<file path="config.mk">
export PLATFORM = sky130hd
export DESIGN_NAME = freqdiv_multi
export DESIGN_NICKNAME = d
export VERILOG_FILES = /design/src/rtl/freqdiv_multi.sv
export SDC_FILE = /design/constraint.sdc
export NUM_CORES = 1
export LEC_CHECK = 0
export BUFFER_PORTS_ARGS = -buffer_cell sky130_fd_sc_hd__buf_2
export CORE_UTILIZATION = 55
export CTS_BUF_LIST = sky130_fd_sc_hd__clkbuf_4 sky130_fd_sc_hd__clkbuf_8
export CTS_CLUSTER_DIAMETER = 100
export DETAILED_ROUTE_END_ITERATION = 6
export HOLD_SLACK_MARGIN = 0.12
export PLACE_DENSITY = 0.74
export SLEW_MARGIN = 10
export SYNTH_ARGS = -nofsm -noshare
export SYNTH_HDL_FRONTEND = slang
export SYNTH_SLANG_ARGS = --single-unit
</file>
<file path="constraint.sdc">
create_clock -name clk -period 4.1 [get_ports clk]
set_clock_uncertainty 0.05 [all_clocks]
set_input_delay 0.205 -clock clk [delete_from_list [all_inputs] [get_ports clk]]
set_output_delay 0.205 -clock clk [all_outputs]
set_load 0.05 [all_outputs]
</file>
<file path="src/rtl/freqdiv_multi.sv">
// Multi-channel programmable clock-enable divider: per-channel square wave plus
// end-of-period tick, with shadowed divisor updates and a shared phase realign.
module freqdiv_multi #(
  parameter int CHANNELS    = 3,
  parameter int WIDTH       = 8,
  parameter int DEFAULT_DIV = 2
) (
  input  logic                         clk,
  input  logic                         reset,
  input  logic                         enable,
  input  logic                         sync,
  input  logic [CHANNELS-1:0]          div_load,
  input  logic [CHANNELS*WIDTH-1:0]    div_value,
  output logic [CHANNELS-1:0]          clk_out,
  output logic [CHANNELS-1:0]          tick
);

  localparam logic [WIDTH-1:0] DIV_RST = WIDTH'(DEFAULT_DIV);
  localparam logic [WIDTH-1:0] ONE     = WIDTH'(1);
  localparam logic [WIDTH-1:0] TWO     = WIDTH'(2);
  localparam logic [WIDTH:0]   ONE_W   = (WIDTH+1)'(1);

  for (genvar i = 0; i < CHANNELS; i++) begin : g_ch
    logic [WIDTH-1:0] cnt_q, cnt_d;
    logic [WIDTH-1:0] act_q, act_d;
    logic [WIDTH-1:0] shd_q, shd_d;
    logic             pend_q, pend_d;
    logic             clk_out_q, clk_out_d;
    logic             tick_q, tick_d;
    logic [WIDTH-1:0] next_div;
    logic [WIDTH:0]   half_up;
    logic             active;
    logic             wrap;

    // A load on the same edge as a commit bypasses the shadow register.
    assign next_div = div_load[i] ? div_value[i*WIDTH +: WIDTH] : shd_q;
    assign half_up  = ({1'b0, act_q} + ONE_W) >> 1;
    assign active   = (act_q >= TWO);
    assign wrap     = (cnt_q == (act_q - ONE));

    always_comb begin
      cnt_d     = cnt_q;
      act_d     = act_q;
      shd_d     = next_div;
      pend_d    = pend_q | div_load[i];
      clk_out_d = clk_out_q;
      tick_d    = 1'b0;
      if (sync || !active) begin
        cnt_d     = '0;
        clk_out_d = 1'b0;
        if (pend_d) begin
          act_d  = next_div;
          pend_d = 1'b0;
        end
      end else if (enable) begin
        clk_out_d = ({1'b0, cnt_q} < half_up);
        tick_d    = wrap;
        if (wrap) begin
          cnt_d = '0;
          if (pend_d) begin
            act_d  = next_div;
            pend_d = 1'b0;
          end
        end else begin
          cnt_d = cnt_q + ONE;
        end
      end
    end

    always_ff @(posedge clk or negedge reset) begin
      if (!reset) begin
        cnt_q     <= '0;
        act_q     <= DIV_RST;
        shd_q     <= DIV_RST;
        pend_q    <= 1'b0;
        clk_out_q <= 1'b0;
        tick_q    <= 1'b0;
      end else begin
        cnt_q     <= cnt_d;
        act_q     <= act_d;
        shd_q     <= shd_d;
        pend_q    <= pend_d;
        clk_out_q <= clk_out_d;
        tick_q    <= tick_d;
      end
    end

    assign clk_out[i] = clk_out_q;
    assign tick[i]    = tick_q;
  end

endmodule

</file>
---- Yosys cells after proc, flatten, opt, wreduce, memory -nomap -nowiden ----
Cells that the tools add are included.
operators by class
  add/sub/neg operators ................... 9
  $lt $le $gt $ge ......................... 6
  equality and inequality tests ........... 3
  mux-type cells .......................... 45
  bitwise operators ....................... 3
  reduce and logical (&&, ||, !) cells .... 15
operator list
  operator             number
  $mux 8               24
  $add 8x1->9 const B  3
  $add 8x1->8 const B  3
  $eq 8x8->1           3
  $ge 8x2->1 const B   3
  $lt 8x8->1           3
  $sub 8x1->8 const B  3
  $mux 1               21
  $reduce_bool 2->1    6
  $reduce_and 2->1     3
  $logic_not 1->1      3
  $logic_or 1x1->1     3
  $or 1x1->1           3
storage, ports and cells
  flip-flop bits (word level) ............. 81
  input port bits ......................... 31
  output and inout bits ................... 6
  word-level logic and storage cells ...... 99

---- Logic depth before layout (Yosys ltp) ----
Gate-level depths: netlist (run 1).
  depth in word-level cells ............... 5
  gate-level depth with buffers ........... 11
  depth with buffers taken out ............ 10

---- Worst setup path before layout (run 1) ----
Ideal clock, no wire load.
  kind .................................... register -> register
  start ................................... register g_ch[1].act_q[1]
  end ..................................... register g_ch[1].act_q[0]
  library setup time ...................... 0.125 ns
  arrival ................................. 2.450 ns
  data required time ...................... 3.925 ns
  path slack .............................. 1.475 ns
  cell stages (with the launch flop) ...... 10
  buffers on the path ..................... 1
  clock period less this slack ............ 2.625 ns
  cells stage by stage .................... dfstp_2 -> inv_1 -> ha_1 -> xnor2_1 -> a311o_1 -> a2111oi_0 -> nand4_1 -> a21o_1 -> buf_2 -> mux2_2
on the way
  longest elaborated chain between the ends .. 5
  elaborated cells between the ends (all ways) .. 9
  classes of those cells .................. 1 x add/sub; 1 x order compare; 1 x eq/ne; 1 x mux; 5 x reduce/logical
RTL lines
  item                                                                 RTL line  RTL
  from (decl)                                                          25        logic [WIDTH-1:0] act_q, act_d;
  from (signal assigned)                                               80        act_q <= act_d;
  parallel branches: the longest is 5 deep, another holds $sub 8x1->8  n/a
Several ways; the timed one is not identified.
A chain may end at the register's enable or synchronous reset.

---- Worst setup path in the final report (run 1) ----
Ends and elaborated chain as after synthesis.

==> metrics.txt, run 1 <==
# TYPE chip_impl_metric gauge
chip_impl_info{name="timing.rr.start",value="g_ch[1].act_q[1]"} 1
chip_impl_metric{name="finalHoldViolCount",unit=""} 0
chip_impl_info{name="grt_setup_unrepaired",value="false"} 1
chip_impl_metric{name="io_buffer_count",unit=""} 36
chip_impl_metric{name="gpl.final_weighted_congestion",unit=""} 0.838
chip_impl_metric{name="io-pin-count",unit=""} 37
chip_impl_info{name="cp_cell_sequence",value="inv_1 -> ha_1 -> xnor2_1 -> a311o_1 -> a2111oi_0 -> nand4_1 -> a21o_1 -> mux2_2"} 1
chip_impl_info{name="critPathSlowestCell",value="sky130_fd_sc_hd__dfstp_2"} 1
chip_impl_metric{name="drt_drc_violations_left",unit=""} 0
chip_impl_info{name="run_status",value="finished clean"} 1
chip_impl_info{name="hold_path_class",value="in -> reg"} 1
chip_impl_info{name="crit_end",value="g_ch[1].act_q[0]"} 1
chip_impl_metric{name="syn-cell-area",unit="mm2"} 0.00495
chip_impl_metric{name="antenna_fix_cells",unit=""} 0
chip_impl_metric{name="tightestPinTransition",unit="ns"} 1.01
chip_impl_metric{name="cp.required",unit="ns"} 4.29
chip_impl_metric{name="distinct_cell_type_count_after_synthesis",unit=""} 56
chip_impl_metric{name="drt_iter0_markers",unit=""} 152
chip_impl_metric{name="power-per-cell-area",unit="mW/mm2"} 408
chip_impl_info{name="start_kind",value="flip-flop"} 1
chip_impl_metric{name="post_synth_edffs",unit=""} 0
chip_impl_metric{name="ys_ff_latch",unit=""} 81
chip_impl_metric{name="max_stage_delay",unit="ns"} 0.59
chip_impl_metric{name="initial_core_utilization",unit="%"} 56.8
chip_impl_metric{name="die_width",unit="um"} 96.9
chip_impl_metric{name="post_cts_resized",unit=""} 0
chip_impl_metric{name="synthDominantCellAreaShare",unit="%"} 37.9
chip_impl_metric{name="fmax",unit="MHz"} 351
chip_impl_metric{name="worst-r2r-cell-count",unit=""} 8
chip_impl_metric{name="sum_of_routed_wire_length_over_all_layers",unit="um"} 9760
chip_impl_info{name="tritoncts",value="done"} 1
chip_impl_metric{name="grt_overflow",unit=""} 0
chip_impl_metric{name="clock_sink_count",unit=""} 81
chip_impl_metric{name="syn_avg_cell_area",unit="um2"} 10.6
chip_impl_metric{name="syn-num-nets",unit=""} 531
chip_impl_metric{name="placedCellCount",unit=""} 586
chip_impl_metric{name="power.ir.vdd_worst",unit="uV"} 302
chip_impl_metric{name="layout-drive-gt1-share",unit="%"} 22.5
chip_impl_metric{name="final_min_period_over_clock_period",unit="%"} 69.6
chip_impl_metric{name="async_flop_share",unit="%"} 100
chip_impl_metric{name="number_of_maximum_capacitance_violations",unit=""} 0
chip_impl_metric{name="number_of_global_route_vias_before_repair",unit=""} 3481
chip_impl_metric{name="cts_made_buffers",unit=""} 9
chip_impl_metric{name="grt_pass1_wl",unit="um"} 16400
chip_impl_metric{name="finish.utilization",unit="%"} 63.7
chip_impl_metric{name="syn_to_final_growth",unit="%"} 12.2
chip_impl_metric{name="routed_via_density",unit=""} 5.64
chip_impl_metric{name="final_nets",unit=""} 578
chip_impl_metric{name="drtPass1Iterations",unit=""} 5
chip_impl_metric{name="post_cts.repair.setup_buffers",unit=""} 0
chip_impl_metric{name="post_synth_inst_count",unit=""} 467
chip_impl_info{name="synth.area.top_cells",value="sky130_fd_sc_hd__dfrtp_1, sky130_fd_sc_hd__mux2_2, sky130_fd_sc_hd__ha_1, sky130_fd_sc_hd__xnor2_1, sky130_fd_sc_hd__xor2_1"} 1
chip_impl_info{name="synth_flop_cell",value="sky130_fd_sc_hd__dfrtp_1"} 1
chip_impl_info{name="path_class",value="reg -> reg"} 1
chip_impl_metric{name="dr_total_vias",unit=""} 3538
chip_impl_metric{name="hold-worst-slack",unit="ns"} 0.172
chip_impl_metric{name="floorplan.core_area",unit="mm2"} 0.00872
chip_impl_metric{name="postCtsHoldBufs",unit=""} 25
chip_impl_metric{name="die-area",unit="mm2"} 0.00939
chip_impl_metric{name="grt_antenna_before_repair",unit=""} 0
chip_impl_metric{name="cp_max_fo",unit=""} 8
chip_impl_metric{name="layout_min_cycle_time",unit="ns"} 2.85
chip_impl_info{name="startpoint",value="g_ch[1].act_q[1]"} 1
chip_impl_metric{name="ys_seq_area_share",unit="%"} 41.1
chip_impl_info{name="yosys-top-cells-count",value="sky130_fd_sc_hd__dfrtp_1, sky130_fd_sc_hd__mux2_2, sky130_fd_sc_hd__xnor2_1"} 1
chip_impl_metric{name="grtUsageTotal",unit="%"} 21.7
chip_impl_metric{name="cts_max_level",unit=""} 3
chip_impl_metric{name="cellLeakagePower",unit="nW"} 2.41
chip_impl_metric{name="cp_data_arrival_time",unit="ns"} 3.04
chip_impl_metric{name="die_h",unit="um"} 96.9
chip_impl_metric{name="final_antenna_net_count",unit=""} 0
chip_impl_metric{name="r2r_setup_slack",unit="ns"} 1.25
chip_impl_metric{name="final_cells",unit=""} 627
chip_impl_metric{name="dp.final_hpwl",unit="um"} 6830
chip_impl_metric{name="row_count",unit=""} 34
chip_impl_info{name="rr_endpoint",value="g_ch[1].act_q[0]"} 1
chip_impl_info{name="timing.critical_path.to_type",value="flip-flop"} 1
chip_impl_info{name="cts.root.buffer_cell",value="sky130_fd_sc_hd__clkbuf_8"} 1
chip_impl_metric{name="clkTransAtPathRegs",unit="ns"} 0.08
chip_impl_metric{name="worst_skew_pair.late_latency",unit="ns"} 0.36
chip_impl_metric{name="grt_start_max_net_pins",unit=""} 82
chip_impl_metric{name="timing.max_slew.rel_slack",unit="%"} 32.4
chip_impl_metric{name="cts.path.max_buffers",unit=""} 2
chip_impl_metric{name="yosys_warnings",unit=""} 0
chip_impl_info{name="post-synth-top-count-cell",value="sky130_fd_sc_hd__dfrtp_1"} 1
chip_impl_metric{name="final_setup_violation_count",unit=""} 0
chip_impl_metric{name="final.setup.tns",unit="ns"} 0
chip_impl_metric{name="report.final.slew_viol_count",unit=""} 0
chip_impl_info{name="yosys.area.top_type",value="sky130_fd_sc_hd__dfrtp_1"} 1
chip_impl_metric{name="detail_route.wl_per_cell",unit="um"} 15.6
## kinds of logic (layout without fill, tap and decap cells)
group	Yosys count	count (layout)	share of synthesized area, %
simple gates	143	143	15.1
xor+xnor	68	68	12.3
compound gates	58	58	8.26
fa+ha+maj	33	33	8.34
mux	48	48	10.9
buf+inv	36	88	4.04
flops	81	81	41.1
## power by group
group / internal, mW / total, mW / switching, mW / leakage [nW]
Clock: 0.294 / 0.597 / 0.303 / 0.102
Sequential: 0.898 / 1.05 / 0.157 / 1.00
Combinational: 0.311 / 0.615 / 0.304 / 1.31
Total: 1.50 / 2.27 / 0.764 / 2.41
## placed cells by master (no fill, tap or decap), types with 8 or more instances in the layout
| master | instances |
|---|---|
| sky130_fd_sc_hd__and3_1 | 8 |
| sky130_fd_sc_hd__ha_1 | 33 |
| sky130_fd_sc_hd__nand3_1 | 22 |
| sky130_fd_sc_hd__buf_2 | 35 |
| sky130_fd_sc_hd__inv_1 | 10 |
| sky130_fd_sc_hd__xnor2_1 | 40 |
| sky130_fd_sc_hd__nor2_1 | 37 |
| sky130_fd_sc_hd__dlygate4sd3_1 | 25 |
| sky130_fd_sc_hd__dfrtp_1 | 75 |
| sky130_fd_sc_hd__nand2_1 | 20 |
| sky130_fd_sc_hd__nand4_1 | 11 |
| sky130_fd_sc_hd__mux2_2 | 48 |
| sky130_fd_sc_hd__o21ai_0 | 10 |
| sky130_fd_sc_hd__xor2_1 | 27 |
| sky130_fd_sc_hd__nor3_1 | 13 |
| sky130_fd_sc_hd__a21oi_1 | 19 |
| sky130_fd_sc_hd__clkbuf_8 | 10 |
## routing by layer
metal / vias up / part of all wire (%) / track usage (%)
li1: 1732 / - / -
met1: 1720 / 48 / 28.7
met5: - / 0 / 0
met3: 14 / 3.4 / 4.26
met2: 72 / 47 / 35.2
met4: 0 / 1.6 / 8.15
## worst max-delay path: cells and delay by family (launching register included)
| family | cells | cell delay [ns] |
|---|---|---|
| simple gates | 1 | 0.20 |
| fa+ha+maj | 1 | 0.31 |
| xor+xnor | 1 | 0.13 |
| mux | 1 | 0.31 |
| flops | 1 | 0.59 |
| buf+inv | 1 | 0.09 |
| compound gates | 3 | 1.06 |
## how the worst min path moves through the flow
stage / start / endpoint / slack [ns] / cells after the start
4_1_cts: enable / g_ch[0].tick_q / 0.15 / 3
3_5_place_dp: reset / g_ch[2].shd_q[6] / 0.39 / 1
2_1_floorplan: reset / g_ch[0].act_q[0] / -0.14 / 0
3_3_place_gp: reset / g_ch[2].shd_q[6] / 0.38 / 1
6_report: enable / g_ch[0].tick_q / 0.17 / 3
5_1_grt: enable / g_ch[0].tick_q / 0.17 / 3
## registers in the layout (all words and copies together) (netlist names)
register        count
g_ch.act_q         24
g_ch.pend_q         3
g_ch.clk_out_q      3
g_ch.tick_q         3
g_ch.shd_q         24
g_ch.cnt_q         24
## layout make-up
cell class	count	area (um2)
Fill cell	709	3160
Clock buffer	10	138
Sequential cell	81	2030
Timing Repair Buffer	61	433
Clock inverter	6	57.6
Tap cell	108	135
Inverter	11	41.3
Multi-Input combinational cell	350	2720
## stage by stage
stage                     instance area, um2  setup WS [ns]  power (mW)
final                                   5560           1.25        2.27
after global routing                    5560           1.10        2.40
after CTS                               5560           1.25        2.29
after detailed placement                5110           1.27        1.66
after global placement                  5110           1.37        1.64
after floorplan                         4950           1.48        1.55
(Power assumes the default switching activity.)
==> run 2: changes to the inputs <==
--- a/config.mk
+++ b/config.mk
@@ -5,13 +5,14 @@
 export SDC_FILE = /design/constraint.sdc
 export NUM_CORES = 1
 export LEC_CHECK = 0
+export ABC_AREA = 1
 export BUFFER_PORTS_ARGS = -buffer_cell sky130_fd_sc_hd__buf_2
 export CORE_UTILIZATION = 55
 export CTS_BUF_LIST = sky130_fd_sc_hd__clkbuf_4 sky130_fd_sc_hd__clkbuf_8
 export CTS_CLUSTER_DIAMETER = 100
 export DETAILED_ROUTE_END_ITERATION = 6
 export HOLD_SLACK_MARGIN = 0.12
-export PLACE_DENSITY = 0.74
+export PLACE_DENSITY = 0.76
 export SLEW_MARGIN = 10
 export SYNTH_ARGS = -nofsm -noshare
 export SYNTH_HDL_FRONTEND = slang
==> constraint.sdc (replaced) <==
create_clock -name clk -period 2.4 [get_ports clk]
set_clock_uncertainty 0.05 [all_clocks]
set_input_delay 0.12 -clock clk [delete_from_list [all_inputs] [get_ports clk]]
set_output_delay 0.12 -clock clk [all_outputs]
set_load 0.05 [all_outputs]
==> run 2 against run 1 <==
Net effect: final area grew 17%; die area grew 8.5%; sequential share of layout area shrank 5.4 points; fmax grew 26%; sequential power grew 73%; largest cell class unchanged; highest routed layer unchanged.
==> metrics.txt, run 2 <==
# TYPE chip_impl_metric gauge
chip_impl_info{name="critPathSlowestCell",value="sky130_fd_sc_hd__dfstp_2"} 1
chip_impl_metric{name="worst-r2r-cell-count",unit=""} 13
chip_impl_metric{name="syn-num-nets",unit=""} 784
chip_impl_metric{name="die_width",unit="um"} 101
chip_impl_metric{name="die_h",unit="um"} 101
chip_impl_info{name="whs_endpoint",value="g_ch[2].pend_q"} 1
chip_impl_metric{name="io-pin-count",unit=""} 37
chip_impl_metric{name="worst_skew_pair.late_latency",unit="ns"} 0.35
chip_impl_metric{name="antenna_fix_cells",unit=""} 0
chip_impl_metric{name="max_stage_delay",unit="ns"} 0.60
chip_impl_metric{name="finalHoldViolCount",unit=""} 0
chip_impl_metric{name="drt_iter0_markers",unit=""} 205
chip_impl_metric{name="drt_drc_violations_left",unit=""} 0
chip_impl_metric{name="timing.max_slew.rel_slack",unit="%"} 60.5
chip_impl_metric{name="yosys_warnings",unit=""} 0
chip_impl_metric{name="cp_max_fo",unit=""} 5
chip_impl_metric{name="post_synth_edffs",unit=""} 0
chip_impl_info{name="synth_flop_cell",value="sky130_fd_sc_hd__dfrtp_1"} 1
chip_impl_info{name="cts.root.buffer_cell",value="sky130_fd_sc_hd__clkbuf_8"} 1
chip_impl_metric{name="syn_to_final_growth",unit="%"} 21.2
chip_impl_metric{name="power.ir.vdd_worst",unit="uV"} 401
chip_impl_info{name="hold_path_class",value="in -> reg"} 1
chip_impl_metric{name="fmax",unit="MHz"} 441
chip_impl_metric{name="syn_avg_cell_area",unit="um2"} 7.48
chip_impl_metric{name="dp.final_hpwl",unit="um"} 8820
chip_impl_metric{name="power-per-cell-area",unit="mW/mm2"} 703
chip_impl_metric{name="synthDominantCellAreaShare",unit="%"} 34.9
chip_impl_info{name="worst_path_most_repeated_cell",value="sky130_fd_sc_hd__nor2_1"} 1
chip_impl_info{name="path_class",value="reg -> reg"} 1
chip_impl_metric{name="layout-drive-gt1-share",unit="%"} 14.0
chip_impl_info{name="largest_registers",value="g_ch.act_q x24, g_ch.cnt_q x24, g_ch.shd_q x24"} 1
chip_impl_metric{name="final.setup.tns",unit="ns"} 0
chip_impl_metric{name="syn-cell-area",unit="mm2"} 0.00538
chip_impl_metric{name="sum_of_routed_wire_length_over_all_layers",unit="um"} 12600
chip_impl_metric{name="cell_count_of_the_worst_hold_path",unit=""} 3
chip_impl_metric{name="gpl.final_weighted_congestion",unit=""} 0.939
chip_impl_info{name="worst_hold_startpoint",value="div_load[2]"} 1
chip_impl_metric{name="cp_data_arrival_time",unit="ns"} 2.46
chip_impl_metric{name="initial_core_utilization",unit="%"} 57.4
chip_impl_metric{name="tightestPinTransition",unit="ns"} 0.592
chip_impl_metric{name="final_min_period_over_clock_period",unit="%"} 94.5
chip_impl_metric{name="hold-worst-slack",unit="ns"} 0.136
chip_impl_metric{name="cellLeakagePower",unit="nW"} 3.30
chip_impl_metric{name="final_nets",unit=""} 882
chip_impl_info{name="tritoncts",value="done"} 1
chip_impl_info{name="timing.critical_path.to_type",value="flip-flop"} 1
chip_impl_metric{name="grt_overflow",unit=""} 0
chip_impl_info{name="synth.area.top_cells",value="sky130_fd_sc_hd__dfrtp_1, sky130_fd_sc_hd__nand2_1, sky130_fd_sc_hd__ha_1, sky130_fd_sc_hd__nand3_1, sky130_fd_sc_hd__inv_1"} 1
chip_impl_metric{name="async_flop_share",unit="%"} 100
chip_impl_metric{name="layout.cell_area.non_filler",unit="mm2"} 0.00652
chip_impl_metric{name="die-area",unit="mm2"} 0.0102
chip_impl_metric{name="grt_antenna_before_repair",unit=""} 0
chip_impl_metric{name="fillers",unit=""} 791
chip_impl_info{name="yosys-top-cells-count",value="sky130_fd_sc_hd__nand2_1, sky130_fd_sc_hd__dfrtp_1, sky130_fd_sc_hd__inv_1"} 1
chip_impl_metric{name="routed_via_density",unit=""} 5.17
chip_impl_metric{name="report.final.slew_viol_count",unit=""} 0
chip_impl_metric{name="cp.required",unit="ns"} 2.59
chip_impl_metric{name="clock_sink_count",unit=""} 81
chip_impl_info{name="yosys.area.top_type",value="sky130_fd_sc_hd__dfrtp_1"} 1
chip_impl_metric{name="grt_pass1_wl",unit="um"} 21500
chip_impl_metric{name="dr_total_vias",unit=""} 4924
chip_impl_metric{name="finalPower",unit="mW"} 4.59
chip_impl_info{name="rr_endpoint",value="g_ch[1].cnt_q[2]"} 1
chip_impl_metric{name="number_of_global_route_vias_before_repair",unit=""} 4812
chip_impl_info{name="grt_setup_unrepaired",value="true"} 1
chip_impl_metric{name="post_synth_inst_count",unit=""} 720
chip_impl_info{name="timing.rr.start",value="g_ch[1].act_q[1]"} 1
chip_impl_info{name="start_kind",value="flip-flop"} 1
chip_impl_metric{name="cts.path.max_buffers",unit=""} 2
chip_impl_info{name="layout_commonest_cell",value="sky130_fd_sc_hd__nand2_1"} 1
chip_impl_metric{name="final_antenna_net_count",unit=""} 0
chip_impl_metric{name="floorplan.core_area",unit="mm2"} 0.00937
chip_impl_metric{name="cts_made_buffers",unit=""} 9
chip_impl_metric{name="r2r_setup_slack",unit="ns"} 0.13
chip_impl_metric{name="grt_start_max_net_pins",unit=""} 46
chip_impl_metric{name="grtUsageTotal",unit="%"} 26.9
chip_impl_info{name="cp_cell_sequence",value="inv_1 -> ha_4 -> nor2_1 -> nor2_1 -> nand2_1 -> nor2_1 -> nand2_1 -> nor3_2 -> nand3_2 -> nand2_4 -> buf_4 -> buf_4 -> nor2_1"} 1
chip_impl_metric{name="row_count",unit=""} 35
chip_impl_metric{name="detail_route.wl_per_cell",unit="um"} 13.2
chip_impl_metric{name="number_of_maximum_capacitance_violations",unit=""} 0
chip_impl_metric{name="cts_max_level",unit=""} 3
chip_impl_info{name="run_status",value="finished clean"} 1
chip_impl_metric{name="io_buffer_count",unit=""} 36
chip_impl_metric{name="distinct_cell_type_count_after_synthesis",unit=""} 38
chip_impl_metric{name="ys_seq_area_share",unit="%"} 37.8
chip_impl_metric{name="postPlaceCellArea",unit="mm2"} 0.00562
chip_impl_metric{name="ys_ff_latch",unit=""} 81
chip_impl_metric{name="layout_min_cycle_time",unit="ns"} 2.27
chip_impl_metric{name="final_setup_violation_count",unit=""} 0
chip_impl_info{name="layout_common_cells",value="sky130_fd_sc_hd__nand2_1, sky130_fd_sc_hd__dfrtp_1, sky130_fd_sc_hd__inv_1, sky130_fd_sc_hd__nor2_1, sky130_fd_sc_hd__nand3_1"} 1
chip_impl_metric{name="drtPass1Iterations",unit=""} 6
chip_impl_info{name="post-synth-top-count-cell",value="sky130_fd_sc_hd__nand2_1"} 1
chip_impl_metric{name="clkTransAtPathRegs",unit="ns"} 0.09
run 2: stage by stage:
| stage | util, % | setup WS (ns) | cells |
|---|---|---|---|
| 3_3_place_gp | 59.9 | 0.148 | 867 |
| 4_1_cts | 67.7 | 0.0445 | 936 |
| 5_1_grt | 69.6 | -0.0566 | 952 |
| 6_report | 69.6 | 0.131 | 952 |
| 2_1_floorplan | - | 0.317 | 720 |
| 3_5_place_dp | 59.9 | 0.0524 | 867 |
run 2: kinds of logic (layout without fill, tap and decap cells):
| kind of cell | after synthesis | in the layout | synth area share, % |
|---|---|---|---|
| and+or+nand+nor | 421 | 422 | 34.6 |
| buffers and inverters | 98 | 200 | 8.37 |
| DFF | 81 | 81 | 37.8 |
| xor gates and xnor gates | 43 | 43 | 7.00 |
| AOI/OAI and AO/OA | 42 | 42 | 4.23 |
| adders and majority gates | 33 | 33 | 7.67 |
| muxes | 2 | 2 | 0.372 |
run 2: routing by layer:
layer / share of wire [%] / GRT usage (%)
met5: 0 / 0
met4: 2.2 / 10.8
met3: 2.9 / 3.05
met2: 50 / 47.2
met1: 45 / 33.8
run 2: area by class of cell:
class / count / area (um2) / share of cell area [%]
multi-input cells: 542 / 2960 / 45.4
clock inverters: 5 / 55.1 / 0.844
clock buffers: 11 / 145 / 2.22
inverters: 73 / 274 / 4.20
flip-flops and latches: 81 / 2030 / 31.2
well taps: 129 / 161 / 2.47
repair buffers: 111 / 891 / 13.7
run 2: what timing repair did:
item	4_1_cts	5_1_grt
hold buffers	53	0
endpoints found under the hold margin	96	0
setup buffers	0	15
setup endpoints to repair	0	30
resized for setup	0	13
run 2: power breakdown:
group          switching [mW]  internal [mW]
logic                    1.03          0.720
registers               0.266           1.55
clock network           0.499          0.518
run 2: worst max-delay path: cells and delay by family, from the launching register on:
kind	cells	cell delay, ns
flip-flops	1	0.60
adder cells (fa/ha/maj)	1	0.30
buffers and inverters	3	0.35
AND/OR/NAND/NOR	9	0.85
run 2: worst max-delay path by stage:
stage	startpoint	endpoint	slack [ns]	depth (start not counted)
global route	g_ch[0].act_q[0]	g_ch[0].act_q[1]	-0.06	14
finish	g_ch[1].act_q[1]	g_ch[1].cnt_q[2]	0.13	13
global placement	g_ch[1].act_q[1]	g_ch[1].act_q[5]	0.15	14
floorplan	g_ch[1].act_q[1]	g_ch[1].clk_out_q	0.32	11
detailed placement	g_ch[1].act_q[1]	g_ch[1].clk_out_q	0.05	11
CTS	g_ch[1].act_q[1]	g_ch[1].clk_out_q	0.04	11
==> run 3: changes to the inputs <==
--- a/config.mk
+++ b/config.mk
@@ -7,12 +7,15 @@
 export LEC_CHECK = 0
 export ABC_AREA = 1
 export BUFFER_PORTS_ARGS = -buffer_cell sky130_fd_sc_hd__buf_2
-export CORE_UTILIZATION = 55
+export CELL_PAD_IN_SITES_DETAIL_PLACEMENT = 1
+export CELL_PAD_IN_SITES_GLOBAL_PLACEMENT = 1
+export CORE_MARGIN = 1
+export CORE_UTILIZATION = 42
 export CTS_BUF_LIST = sky130_fd_sc_hd__clkbuf_4 sky130_fd_sc_hd__clkbuf_8
 export CTS_CLUSTER_DIAMETER = 100
 export DETAILED_ROUTE_END_ITERATION = 6
 export HOLD_SLACK_MARGIN = 0.12
-export PLACE_DENSITY = 0.76
+export PLACE_DENSITY_LB_ADDON = 0.1
 export SLEW_MARGIN = 10
 export SYNTH_ARGS = -nofsm -noshare
 export SYNTH_HDL_FRONTEND = slang
==> run 3 against run 2 <==
Net effect: fmax increased by 0.32%; worst hold slack improved by 0.039 ns; non-clock buffer count increased by 1; combinational power increased by 5%; total power increased by 7.2%; flip-flop and latch count unchanged.
==> metrics.txt, run 3 (synthesized netlist as in run 2, its figures left out) <==
# TYPE chip_impl_metric gauge
chip_impl_metric{name="drt_drc_violations_left",unit=""} 0
chip_impl_metric{name="cts_max_level",unit=""} 3
chip_impl_metric{name="clock_sink_count",unit=""} 81
chip_impl_info{name="tritoncts",value="done"} 1
chip_impl_metric{name="dr_total_vias",unit=""} 4996
chip_impl_metric{name="max_stage_delay",unit="ns"} 0.60
chip_impl_metric{name="die-area",unit="mm2"} 0.0133
chip_impl_metric{name="number_of_maximum_capacitance_violations",unit=""} 0
chip_impl_metric{name="final_setup_violation_count",unit=""} 0
chip_impl_info{name="run_status",value="finished clean"} 1
chip_impl_metric{name="final_min_period_over_clock_period",unit="%"} 94.2
chip_impl_info{name="worst_path_dominant_cell_family",value="simple AND/OR/NAND/NOR gates"} 1
chip_impl_info{name="path_class",value="reg -> reg"} 1
chip_impl_metric{name="grt_antenna_before_repair",unit=""} 0
chip_impl_metric{name="final_cells",unit=""} 992
chip_impl_metric{name="timing.max_slew.rel_slack",unit="%"} 70.2
chip_impl_metric{name="clkTransAtPathRegs",unit="ns"} 0.09
chip_impl_info{name="cts.root.buffer_cell",value="sky130_fd_sc_hd__clkbuf_8"} 1
chip_impl_metric{name="antenna_fix_cells",unit=""} 0
chip_impl_metric{name="cellLeakagePower",unit="nW"} 3.33
chip_impl_metric{name="hold-worst-slack",unit="ns"} 0.175
chip_impl_info{name="cp_cell_sequence",value="inv_1 -> ha_1 -> nand2_1 -> inv_1 -> nor2_1 -> nand2_1 -> nor2_1 -> nand3_1 -> nor2_2 -> nand3_2 -> buf_4 -> nand2_4 -> buf_4 -> nor3b_1"} 1
chip_impl_metric{name="power-per-cell-area",unit="mW/mm2"} 737
chip_impl_metric{name="fillers",unit=""} 1527
chip_impl_metric{name="routed_via_density",unit=""} 5.04
chip_impl_info{name="grt_setup_unrepaired",value="true"} 1
chip_impl_info{name="start_kind",value="flip-flop"} 1
chip_impl_metric{name="finalPower",unit="mW"} 4.91
chip_impl_metric{name="die_width",unit="um"} 115
chip_impl_info{name="largest_registers",value="g_ch.act_q x24, g_ch.cnt_q x24, g_ch.shd_q x24"} 1
chip_impl_metric{name="number_of_global_route_vias_before_repair",unit=""} 5383
chip_impl_metric{name="finalHoldViolCount",unit=""} 0
chip_impl_metric{name="report.final.slew_viol_count",unit=""} 0
chip_impl_metric{name="worstPathBufferInverterCount",unit=""} 4
chip_impl_metric{name="fmax",unit="MHz"} 442
chip_impl_metric{name="cp_max_fo",unit=""} 5
chip_impl_metric{name="floorplan.core_area",unit="mm2"} 0.0123
chip_impl_metric{name="layout-drive-gt1-share",unit="%"} 14.6
chip_impl_metric{name="syn_to_final_growth",unit="%"} 23.8
chip_impl_info{name="timing.critical_path.to_type",value="flip-flop"} 1
chip_impl_metric{name="io-pin-count",unit=""} 37
chip_impl_metric{name="grt_overflow",unit=""} 0
chip_impl_metric{name="cp.required",unit="ns"} 2.61
chip_impl_metric{name="finish.utilization",unit="%"} 54.4
chip_impl_metric{name="placedCellCount",unit=""} 911
chip_impl_metric{name="cts.path.max_buffers",unit=""} 2
chip_impl_metric{name="grtUsageTotal",unit="%"} 25.0
chip_impl_metric{name="grt_pass1_wl",unit="um"} 25900
chip_impl_metric{name="cp_data_arrival_time",unit="ns"} 2.47
chip_impl_metric{name="dp.final_hpwl",unit="um"} 10500
chip_impl_metric{name="sum_of_routed_wire_length_over_all_layers",unit="um"} 15100
chip_impl_metric{name="grt_start_max_net_pins",unit=""} 51
chip_impl_metric{name="layout_min_cycle_time",unit="ns"} 2.26
chip_impl_metric{name="drt_iter0_markers",unit=""} 198
chip_impl_metric{name="gpl.final_weighted_congestion",unit=""} 0.811
chip_impl_metric{name="cts_made_buffers",unit=""} 9
chip_impl_metric{name="die_h",unit="um"} 115
chip_impl_metric{name="power.ir.vdd_worst",unit="uV"} 437
chip_impl_metric{name="detail_route.wl_per_cell",unit="um"} 15.2
chip_impl_info{name="layout_common_cells",value="sky130_fd_sc_hd__nand2_1, sky130_fd_sc_hd__dfrtp_1, sky130_fd_sc_hd__inv_1, sky130_fd_sc_hd__nor2_1, sky130_fd_sc_hd__nand3_1"} 1
chip_impl_info{name="critPathSlowestCell",value="sky130_fd_sc_hd__dfstp_2"} 1
chip_impl_metric{name="final_antenna_net_count",unit=""} 0
chip_impl_info{name="hold_path_class",value="in -> async"} 1
chip_impl_metric{name="worst_skew_pair.late_latency",unit="ns"} 0.37
chip_impl_metric{name="tightestPinTransition",unit="ns"} 0.448
chip_impl_info{name="layout_commonest_cell",value="sky130_fd_sc_hd__nand2_1"} 1
chip_impl_metric{name="row_count",unit=""} 40
chip_impl_metric{name="drtPass1Iterations",unit=""} 6
chip_impl_metric{name="io_buffer_count",unit=""} 36
chip_impl_metric{name="initial_core_utilization",unit="%"} 43.9
chip_impl_metric{name="final_nets",unit=""} 883
==> run 3: cell count changes in the layout (fill, tap and decap cells not counted), moves of 2 or more <==
cell	delta
sky130_fd_sc_hd__nand2_4	+2
sky130_fd_sc_hd__clkinv_4	+2
sky130_fd_sc_hd__clkinv_2	-2
sky130_fd_sc_hd__o21ai_0	-2
sky130_fd_sc_hd__nand2_2	-2
sky130_fd_sc_hd__inv_2	+2
sky130_fd_sc_hd__o21ai_1	+2
sky130_fd_sc_hd__bufinv_16	+2
sky130_fd_sc_hd__inv_1	-2
==> run 3: worst paths after layout <==
| check | startpoint | end | slack [ns] | cells after the start |
|---|---|---|---|---|
| hold / removal | reset | g_ch[1].shd_q[3] | 0.17 | 2 |
| hold reg to reg | g_ch[2].shd_q[5] | g_ch[2].shd_q[5] | 0.43 | 2 |
| setup / recovery | g_ch[0].act_q[1] | g_ch[0].cnt_q[2] | 0.14 | 14 |
| max in group asynchronous | reset | g_ch[2].act_q[1] | 1.44 | 3 |
| setup reg to reg | g_ch[0].act_q[1] | g_ch[0].cnt_q[2] | 0.14 | 14 |
| min in group clk | g_ch[2].shd_q[5] | g_ch[2].shd_q[5] | 0.43 | 2 |
==> run 3: where the power goes <==
| group | total [mW] | switching (mW) | internal (mW) |
|---|---|---|---|
| clock | 1.25 | 0.528 | 0.723 |
| combinational | 1.84 | 1.11 | 0.729 |
| sequential | 1.82 | 0.270 | 1.55 |
==> run 3: repair_timing <==
action,4_1_cts,5_1_grt
pin swaps,0,7
hold buffers,54,0
setup endpoints to repair,1,33
setup buffers,1,9
gates resized for setup,0,24
hold endpoints to repair,132,0
cloned,0,1
==> run 3: layout make-up <==
class | instances | area (um2) | share of cell area, %
Tap cell | 168 | 210 | 3.15
Timing Repair Buffer | 112 | 905 | 13.6
Clock buffer | 10 | 138 | 2.06
Sequential cell | 81 | 2040 | 30.5
Clock inverter | 6 | 115 | 1.73
Inverter | 73 | 274 | 4.11
Multi-Input combinational cell | 542 | 2990 | 44.8
==> run 3: per-layer routing <==
layer	share of wire [%]	global-route usage [%]
met1	44	29.5
met2	52	46.4
met3	2.3	3.27
met4	1.9	8.83
met5	0	0
==> run 3: per-stage QoR <==
stage / setup WS, ns / cell area, um2 / setup TNS, ns
final: 0.139 / 6670 / 0
after global routing: -0.0359 / 6670 / -0.200
after CTS: 0.0312 / 6500 / 0
after detailed placement: 0.0225 / 5700 / 0
after global placement: 0.134 / 5700 / 0
after floorplan: 0.317 / 5380 / 0
